===== config.mk =====
export PLATFORM = sky130hd
export DESIGN_NAME = f_fetch_unit
export DESIGN_NICKNAME = d
export VERILOG_FILES = /design/src/rtl/mips_pkg.sv /design/src/rtl/f_fetch_buf.sv /design/src/rtl/f_fetch_unit.sv
export SDC_FILE = /design/constraint.sdc
export NUM_CORES = 1
export LEC_CHECK = 0
export ABC_AREA = 1
export BUFFER_PORTS_ARGS = -buffer_cell sky130_fd_sc_hd__buf_2
export CAP_MARGIN = 10
export CORE_UTILIZATION = 59
export CTS_BUF_LIST = sky130_fd_sc_hd__clkbuf_8
export DETAILED_ROUTE_END_ITERATION = 10
export PLACE_DENSITY = 0.91
export SLEW_MARGIN = 15
export SYNTH_ARGS = -nofsm -noshare
export SYNTH_HDL_FRONTEND = slang
export SYNTH_SLANG_ARGS = --single-unit

===== constraint.sdc =====
create_clock -name clk -period 3.7 [get_ports clk]
set_input_delay 0.185 -clock clk [delete_from_list [all_inputs] [get_ports clk]]
set_output_delay 0.185 -clock clk [all_outputs]
set_load 0.1 [all_outputs]

===== src/rtl/mips_pkg.sv =====
// Shared definitions for the MIPS pipeline: reset vector and fetch FSM encoding.
package mips_pkg;

    localparam logic [31:0] RESET_PC_DEFAULT = 32'h0000_3000;

    typedef enum logic [1:0] {
        S_IDLE = 2'd0,
        S_REQ  = 2'd1,
        S_HOLD = 2'd2
    } fetch_state_t;

endpackage


===== src/rtl/f_fetch_buf.sv =====
// Fetch-side buffers: a word that arrived while D was stalled, and a redirect
// address captured when D drained before the next fetch completed.
module f_fetch_buf
    import mips_pkg::*;
(
    input  logic        clk,
    input  logic        reset_n,
    input  logic        hold_load,
    input  logic [31:0] imem_rdata,
    input  logic        pend_set,
    input  logic        pend_clr,
    input  logic [31:0] npc,
    output logic [31:0] hold_q,
    output logic [31:0] npc_q,
    output logic        npc_pend
);

    always_ff @(posedge clk or negedge reset_n) begin
        if (!reset_n) begin
            hold_q   <= 32'd0;
            npc_q    <= 32'd0;
            npc_pend <= 1'b0;
        end else begin
            if (hold_load) begin
                hold_q <= imem_rdata;
            end
            // Set and clear never coincide: set needs no delivery, clear needs one.
            if (pend_set) begin
                npc_q    <= npc;
                npc_pend <= 1'b1;
            end else if (pend_clr) begin
                npc_pend <= 1'b0;
            end
        end
    end

endmodule


===== src/rtl/f_fetch_unit.sv =====
// Fetch stage: PC register, single-outstanding imem req/ack handshake and the
// F/D pipeline register feeding decode.
module f_fetch_unit
    import mips_pkg::*;
#(
    parameter logic [31:0] RESET_PC = RESET_PC_DEFAULT
) (
    input  logic        clk,
    input  logic        reset_n,
    input  logic [31:0] npc,
    input  logic        d_stall,
    output logic        imem_req,
    output logic [31:0] imem_addr,
    input  logic        imem_ack,
    input  logic [31:0] imem_rdata,
    output logic [31:0] F_pc,
    output logic        fd_valid,
    output logic [31:0] fd_pc,
    output logic [31:0] fd_instr
);

    fetch_state_t state_reg;

    logic        deliver;
    logic        accept;
    logic        bubble;
    logic        hold_load;
    logic [31:0] word;
    logic [31:0] hold_q;
    logic [31:0] npc_q;
    logic        npc_pend;

    assign deliver   = ((state_reg == S_REQ) && imem_ack) || (state_reg == S_HOLD);
    assign accept    = deliver && !d_stall;
    assign bubble    = !deliver && !d_stall;
    assign hold_load = (state_reg == S_REQ) && imem_ack && d_stall;
    assign word      = (state_reg == S_HOLD) ? hold_q : imem_rdata;
    assign imem_addr = F_pc;

    // A valid D instruction leaving with nothing behind it may be a branch
    // whose redirect must survive until the delay slot arrives.
    f_fetch_buf u_buf (
        .clk        (clk),
        .reset_n    (reset_n),
        .hold_load  (hold_load),
        .imem_rdata (imem_rdata),
        .pend_set   (bubble && fd_valid),
        .pend_clr   (accept),
        .npc        (npc),
        .hold_q     (hold_q),
        .npc_q      (npc_q),
        .npc_pend   (npc_pend)
    );

    always_ff @(posedge clk or negedge reset_n) begin
        if (!reset_n) begin
            state_reg <= S_IDLE;
            imem_req  <= 1'b0;
            F_pc      <= RESET_PC;
            fd_valid  <= 1'b0;
            fd_pc     <= 32'd0;
            fd_instr  <= 32'd0;
        end else begin
            case (state_reg)
                S_IDLE: begin
                    state_reg <= S_REQ;
                    imem_req  <= 1'b1;
                end
                S_REQ: begin
                    // On an accepted ack we stay in S_REQ with the new PC.
                    if (imem_ack && d_stall) begin
                        state_reg <= S_HOLD;
                        imem_req  <= 1'b0;
                    end
                end
                S_HOLD: begin
                    if (!d_stall) begin
                        state_reg <= S_REQ;
                        imem_req  <= 1'b1;
                    end
                end
                default: begin
                    state_reg <= S_IDLE;
                    imem_req  <= 1'b0;
                end
            endcase

            if (accept) begin
                fd_valid <= 1'b1;
                fd_pc    <= F_pc;
                fd_instr <= word;
                F_pc     <= npc_pend ? npc_q : npc;
            end else if (bubble) begin
                fd_valid <= 1'b0;
                fd_instr <= 32'd0;
            end
        end
    end

endmodule


Word-level counts from Yosys, hierarchy flattened:

Cells that the tools add are included.

* output and inout port bits: 130
* flip-flop bits (word level): 165
* input bits: 68
* word-level logic and storage cells: 40

* mux-type cells: 14
* eq/ne operators: 4
* reductions and logical operators: 13

Operators by type and width (count)
* 2-to-1 mux 32 bit: 4
* logical AND 1 bit: 6
* 2-to-1 mux 1 bit: 6
* case mux 2 bit (3 select lines): 1
* 2-to-1 mux 2 bit: 2
* nonzero test 2 bit: 2
* case mux 1 bit (3 select lines): 1
* == test 2 x 1 -> 1 bit, second input constant: 1
* == test 2 bit, second input constant: 1
* logical NOT 1 bit: 2
* logical NOT 2 bit: 1
* inequality test 2 x 1 -> 1 bit, second input constant: 1
* inequality test 2 bit, second input constant: 1
* AND reduction 2 bit: 1
* logical OR 1 bit: 1

Depth between registers and ports, before layout:

Gate-level depths: netlist of the first run.

* word-level depth: 7
* mapped depth: 9
* depth with buffers taken out: 6

Modules after synthesis:

Synthesis of the first run repeated with hierarchy kept, for this count alone.

* cells, all modules: 958
* area total of the unflattened synthesis: 7724.9 µm²

By module, submodules not included
* f_fetch_unit: cells each 682, instances 1, area each 5109.9 µm², seq. area each 2504.9 µm²
* f_fetch_buf: cells each 276, instances 1, area each 2615.0 µm², seq. area each 1626.6 µm²

Worst setup path before layout of the first run:

No wires, ideal clock.

* path type: flip-flop to flip-flop
* start: reg fd_valid
* end: reg u_buf.npc_q[10]
* data arrival time: 1.684 ns
* slack: 1.899 ns
* period minus slack after synthesis: 1.801 ns
* data required time: 3.583 ns
* path buffers: 1
* setup time: 0.117 ns
* cell stages (with the launch flop): 7
* cells stage by stage: dfrtp_1 inv_1 nor2_2 nand3_1 buf_2 nand2_1 nand2_1

* word-level cells in the longest chain between the ends: 1

Ends and longest elaborated chain
* from (decl): line f_fetch_unit.sv:17 `output logic fd_valid,`
* from (signal assigned): line f_fetch_unit.sv:60 `fd_valid <= 1'b0;`
* from (signal assigned): line f_fetch_unit.sv:89 `fd_valid <= 1'b1;`
* from (signal assigned): line f_fetch_unit.sv:94 `fd_valid <= 1'b0;`
* logical AND 1 bit: line f_fetch_unit.sv:47 `.pend_set (bubble && fd_valid),`
* to (signal assigned): line f_fetch_buf.sv:29 `npc_q <= npc;`
* to (decl): line f_fetch_buf.sv:14 `output logic [31:0] npc_q,`

No other way between the ends.
A chain may end at the register's enable or synchronous reset.

Final worst setup path of the first run:

* start: reg state_reg[0]
* end: reg fd_pc[9]

* word-level cells in the longest chain between the ends: 4
* elaborated cells on any way between the ends: 5
* classes of those cells: eq/ne (2); reduce/logical (3)

Ends and longest elaborated chain
* from (decl): line f_fetch_unit.sv:22 `fetch_state_t state_reg;`
* from (signal assigned): line f_fetch_unit.sv:57 `state_reg <= S_IDLE;`
* from (signal assigned): line f_fetch_unit.sv:66 `state_reg <= S_REQ;`
* from (signal assigned): line f_fetch_unit.sv:72 `state_reg <= S_HOLD;`
* == test 2 x 1 -> 1 bit: line f_fetch_unit.sv:33 `assign deliver = ((state_reg == S_REQ) && imem_ack) || (state_reg == S_HOLD);`
* logical AND 1 bit: line f_fetch_unit.sv:33
* logical OR 1 bit (*): line f_fetch_unit.sv:33
* logical AND 1 bit (*): line f_fetch_unit.sv:34 `assign accept = deliver && !d_stall;`
* to (signal assigned): line f_fetch_unit.sv:90 `fd_pc <= F_pc;`
* to (decl): line f_fetch_unit.sv:18 `output logic [31:0] fd_pc,`

Mark *: on every way between the ends. The rest lies on a longest branch, timed or not.

==> flow_summary.yaml, run 1 <==
timing:
  slew_violations: 0
  final-setup-viol-count: 0
  finalSetupTns_ps: 0
  maxSlewHeadroom_pct: 28.6
  fmax_mhz: 403
  timing.final.crit_period_ps: 2480
  fin_skew_ps: 6.86
  rsz0062_at_grt: "no"
  fin_crit_sh_pct: 67.0
  worst_pin_slew_ps: 1070
  hold_viol_final: 0
  layout_setup_ws_ps: 1220
layout:
  synthToLayoutAreaGrowth_pct: 22.3
  drive_above_1_share_pct: 21.6
  fin_nets: 1208
  diodes: 0
  final_area_sq_um: 9400
placement:
  portBuffers: 197
  place_worst_setup_slack_ps: 1280
  dp_hpwl_um: 11100
  gp_congestion: 0.800
  dpl_cell_area_sq_um: 8410
setup_path:
  cp_cell_sequence: "inv_2, nand2_2, nand2_4, buf_4, nand3_1, nand2_1"
  cp_top_family: "buffers and inverters"
  path_max_fanout: 59
  worstSetupEndpointType: "flip-flop"
  cp_num_cells: 6
  start_kind: "flip-flop"
  reg2reg_depth: 6
  worstPathArrival_ps: 2870
  max_stage_delay_ps: 580
  path_buf_inv: 2
  path_class: "flip-flop to flip-flop"
  critical_path.slowest_cell: "buf_4"
  crit_required_ps: 4090
  rrSetupSlack_ps: 1220
synthesis:
  synth-edff-count: 0
  syn_inst: 961
  syn_area_per_cell_sq_um: 8.00
  yosysTopAreaCellShare_pct: 53.1
  synth_common_cells: "nand2_1 (392), dfrtp_1 (163), nand3_1 (131)"
  synth_area_leaders: "dfrtp_1 (53%), nand2_1 (19%), nand3_1 (8.5%)"
  syn-cell-area_sq_um: 7680
  ys_warn_count: 0
  synth.most_common_cell: "nand2_1"
  synth_fp_nets: 1029
  seq_area_frac_synth_pct: 53.8
  yosysTopAreaCell: "dfrtp_1"
  ys_types: 20
  async_reset_ff_share_pct: 100
  yosys_register_bits: 165
  synth_flop_cell: "dfrtp_1"
global_route:
  globalRouteOverflowTotal: 0
  first_global_vias: 6494
  grt_pass1_wl_um: 31900
  antenna_found_initial: 0
  grt_max_degree: 113
  grt_usage_pct: 30.6
floorplan:
  die-height_um: 116
  core-area_sq_um: 12700
  initial_core_util_pct: 60.6
  io_pins: 198
  die_area_sq_um: 13500
  dieWidth_um: 116
  rows: 41
routing:
  vias: 7199
  firstDrtPassIters: 6
  drc: 0
  ant_nets: 0
  wl_per_cell_um: 14.9
  totalWireLength_um: 19700
  first_iter_violations: 772
  vias_per_cell: 5.44
hold_path:
  min_path_type: "input pin to flip-flop"
  holdPathStages: 3
clock_network:
  path_clk_slew_ps: 80
  clkLatencyLatePin_ps: 450
  cts_max_path_buffers: 2
  cts.htree.levels: 4
  cts_tree: "yes"
  numCtsBuffers: 17
  clock_sinks: 165
  clock-root-buffer: "clkbuf_8"
run_status:
  outcome: "finished clean"
job:
  cap_viol_max_count: 0
-- metrics by stage --
step                cells  hold WS [ps]  util, %
CTS                  1324         0.413     74.2
global placement     1241           395     66.4
detailed placement   1241           386     66.4
finish               1324          9.08     74.2
floorplan             961          -111        -
global route         1324          7.33     74.2
-- kinds of logic (layout without fill, tap and decap cells) --
logic type / count (synthesis) / count (layout) / synth area share [%]
buffers and inverters: 168 / 359 / 11.0
and+or+nand+nor: 561 / 561 / 30.9
DFF: 165 / 165 / 53.8
AOI/OAI and AO/OA: 67 / 67 / 4.36
-- cells in the final DEF (no fill, tap or decap) --
cell	instances
nand2_1	391
buf_2	196
dfrtp_1	162
nand3_1	130
inv_1	67
dlygate4sd3_1	52
o21ai_0	47
nand4_1	32
clkbuf_8	21
o21ai_1	19
buf_4	10
bufinv_16	5
dfstp_2	2
inv_2	2
nand2_2	2
clkinv_2	2
nor2_1	2
clkinvlp_4	2
nand3_4	1
nand2_4	1
nand3_2	1
nor2_2	1
a21oi_1	1
buf_6	1
buf_12	1
dfrtp_2	1
-- per-layer routing --
layer | part of all wire (%) | up-vias | global-route usage, % | wire length (um)
li1 | - | 3364 | - | -
met1 | 41 | 3335 | 40.7 | 8040
met2 | 48 | 419 | 47.6 | 9450
met3 | 7.4 | 81 | 6.28 | 1460
met4 | 4.0 | 0 | 16.4 | 798
met5 | 0 | - | 0 | 0
-- path summary, 6_finish.rpt --
path	startpoint	endpoint
max reg2reg	state_reg[0]	fd_pc[9]
max	state_reg[0]	fd_pc[9]
min in group asynchronous	reset_n	fd_instr[21]
max in group asynchronous	reset_n	fd_pc[12]
min reg2reg	fd_pc[30]	fd_pc[30]
min	npc[8]	u_buf.npc_q[8]
-- timing repair --
action / 4_1_cts / 5_1_grt
hold buffers: 52 / 0
gates resized for setup: 0 / 0
buffers inserted: 0 / 0
setup endpoints to repair: 0 / 0
endpoints found under the hold margin: 159 / 0
-- final cells by class --
class	count	area, sq um
clock buffers	21	289
repair buffers	260	1610
inverters	68	256
well taps	172	215
flip-flops and latches	165	4130
fillers	890	3270
clock inverters	10	178
multi-input cells	628	2720
-- tightest hold or removal path: stages --
cell and delay, ps:
buf_2 90, nand4_1 80, nand2_1 70
Power of run 1 is left out: the tool's default activity adds up to more than one toggle a clock period on the data nets, which glitch-free logic cannot reach.
==> run 2, diff against run 1 <==
--- a/config.mk
+++ b/config.mk
@@ -8,10 +8,10 @@
 export ABC_AREA = 1
 export BUFFER_PORTS_ARGS = -buffer_cell sky130_fd_sc_hd__buf_2
 export CAP_MARGIN = 10
-export CORE_UTILIZATION = 59
+export CORE_UTILIZATION = 50
 export CTS_BUF_LIST = sky130_fd_sc_hd__clkbuf_8
 export DETAILED_ROUTE_END_ITERATION = 10
-export PLACE_DENSITY = 0.91
+export PLACE_DENSITY = 0.82
 export SLEW_MARGIN = 15
 export SYNTH_ARGS = -nofsm -noshare
 export SYNTH_HDL_FRONTEND = slang
==> constraint.sdc (replaced) <==
create_clock -name clk -period 2.1 [get_ports clk]
set_input_delay 0.105 -clock clk [delete_from_list [all_inputs] [get_ports clk]]
set_output_delay 0.105 -clock clk [all_outputs]
set_load 0.1 [all_outputs]
==> run 2 against run 1 <==
Against the previous run: register-to-register slack lost 810 ps; sequential share of layout area shrank 0.99 points; core utilization shrank 9.0 points; critical path depth is the same; count of clock-buffer cells in the layout shrank 2; cell count grew 3.1%; wire length shrank 1.1%; critical path type unchanged; clock skew grew 9.1 ps; worst setup slack lost 810 ps.
==> flow_summary.yaml, run 2 (same netlist as run 1, synthesis figures left out) <==
timing:
  final-setup-viol-count: 0
  worst_pin_slew_ps: 628
  rsz0062_at_grt: "no"
  finalSetupTns_ps: 0
  hold_viol_final: 0
  fmax_mhz: 591
  slew_violations: 0
  maxSlewHeadroom_pct: 58.1
  fin_crit_sh_pct: 80.6
  timing.final.crit_period_ps: 1690
  fin_skew_ps: 16.0
floorplan:
  io_pins: 198
  die_area_sq_um: 15900
  dieWidth_um: 126
  die-height_um: 126
  initial_core_util_pct: 52.1
  core-area_sq_um: 14800
  rows: 44
layout:
  layout_common_cells: "nand2_1 (391), buf_2 (196), dfrtp_1 (162)"
  finalCoreUtilization_pct: 65.2
  synthToLayoutAreaGrowth_pct: 25.1
  final_area_sq_um: 9610
  fin_nets: 1235
  fillCellCount: 1230
  regArea_sq_um: 4130
  final_common_cell: "nand2_1"
  drive_above_1_share_pct: 22.2
  multi_input_area_sq_um: 2720
  finalNonFillerCells: 1365
run_status:
  outcome: "finished clean"
global_route:
  grt_pass1_wl_um: 32600
  first_global_vias: 6644
  grt_usage_pct: 26.0
  grt_max_degree: 61
  antenna_found_initial: 1
  globalRouteOverflowTotal: 0
routing:
  wl_per_cell_um: 14.3
  firstDrtPassIters: 5
  totalWireLength_um: 19500
  drc: 0
  vias: 7011
  vias_per_cell: 5.14
  first_iter_violations: 548
  ant_nets: 0
setup_path:
  worstSetupEndpointType: "flip-flop"
  start_kind: "flip-flop"
  worstPathArrival_ps: 2050
  crit_required_ps: 2450
  path_class: "flip-flop to flip-flop"
  path_max_fanout: 38
placement:
  dpl_cell_area_sq_um: 8550
  dp_cells: 1266
  dp_hpwl_um: 12400
  gp_congestion: 0.857
  portBuffers: 197
clock_network:
  clock_sinks: 165
  cts_max_path_buffers: 2
  numCtsBuffers: 17
  cts_resized: 0
  cts_tree: "yes"
  cts.htree.levels: 4
  clkLatencyLatePin_ps: 460
  path_clk_slew_ps: 90
  clock-root-buffer: "clkbuf_8"
hold_path:
  min_path_type: "input pin to flip-flop"
job:
  cap_viol_max_count: 0
-- run 2: path summary, 6_finish.rpt --
kind | from | end | slack [ps] | depth (start not counted)
max reg2reg | state_reg[1] | u_buf.npc_q[29] | 410 | 6
max in group asynchronous | reset_n | F_pc[13] | 1170 | 3
min in group asynchronous | reset_n | u_buf.hold_q[19] | 170 | 2
min reg2reg | fd_pc[11] | fd_pc[11] | 470 | 2
max | state_reg[1] | u_buf.npc_q[29] | 410 | 6
min | d_stall | fd_instr[31] | 60 | 3
-- run 2: per-stage QoR --
step	worst slack, ps	hold slack (ps)
floorplan	299	-191
global placement	512	115
detailed placement	432	118
CTS	400	37.5
global route	286	64.8
finish	407	55.1
-- run 2: repair_timing --
action                                 4_1_cts  5_1_grt
endpoints found under the hold margin      157        0
buffers inserted                             0        0
hold buffers                                66        0
-- run 2: worst max-delay path, stage by stage, from the launching register on --
cell and delay [ps]:
dfrtp_1 510, nand2_2 170, buf_4 360, nand3_1 160, buf_4 230, nand2_1 80
nand2_1 50
-- run 2: area by class of cell --
cell class / instances / area share, %
Antenna cell: 1 / 0.0260
Clock buffer: 19 / 2.72
Clock inverter: 13 / 1.47
Inverter: 68 / 2.67
Multi-Input combinational cell: 628 / 28.3
Sequential cell: 165 / 43.0
Tap cell: 184 / 2.39
Timing Repair Buffer: 287 / 19.5
-- run 2: layer usage --
layer	routed length (um)	track usage (%)
met5	0	0
met4	500	11.4
met3	1050	4.63
met2	9460	42.6
met1	8530	34.0
Power of run 2 is left out for the same reason.
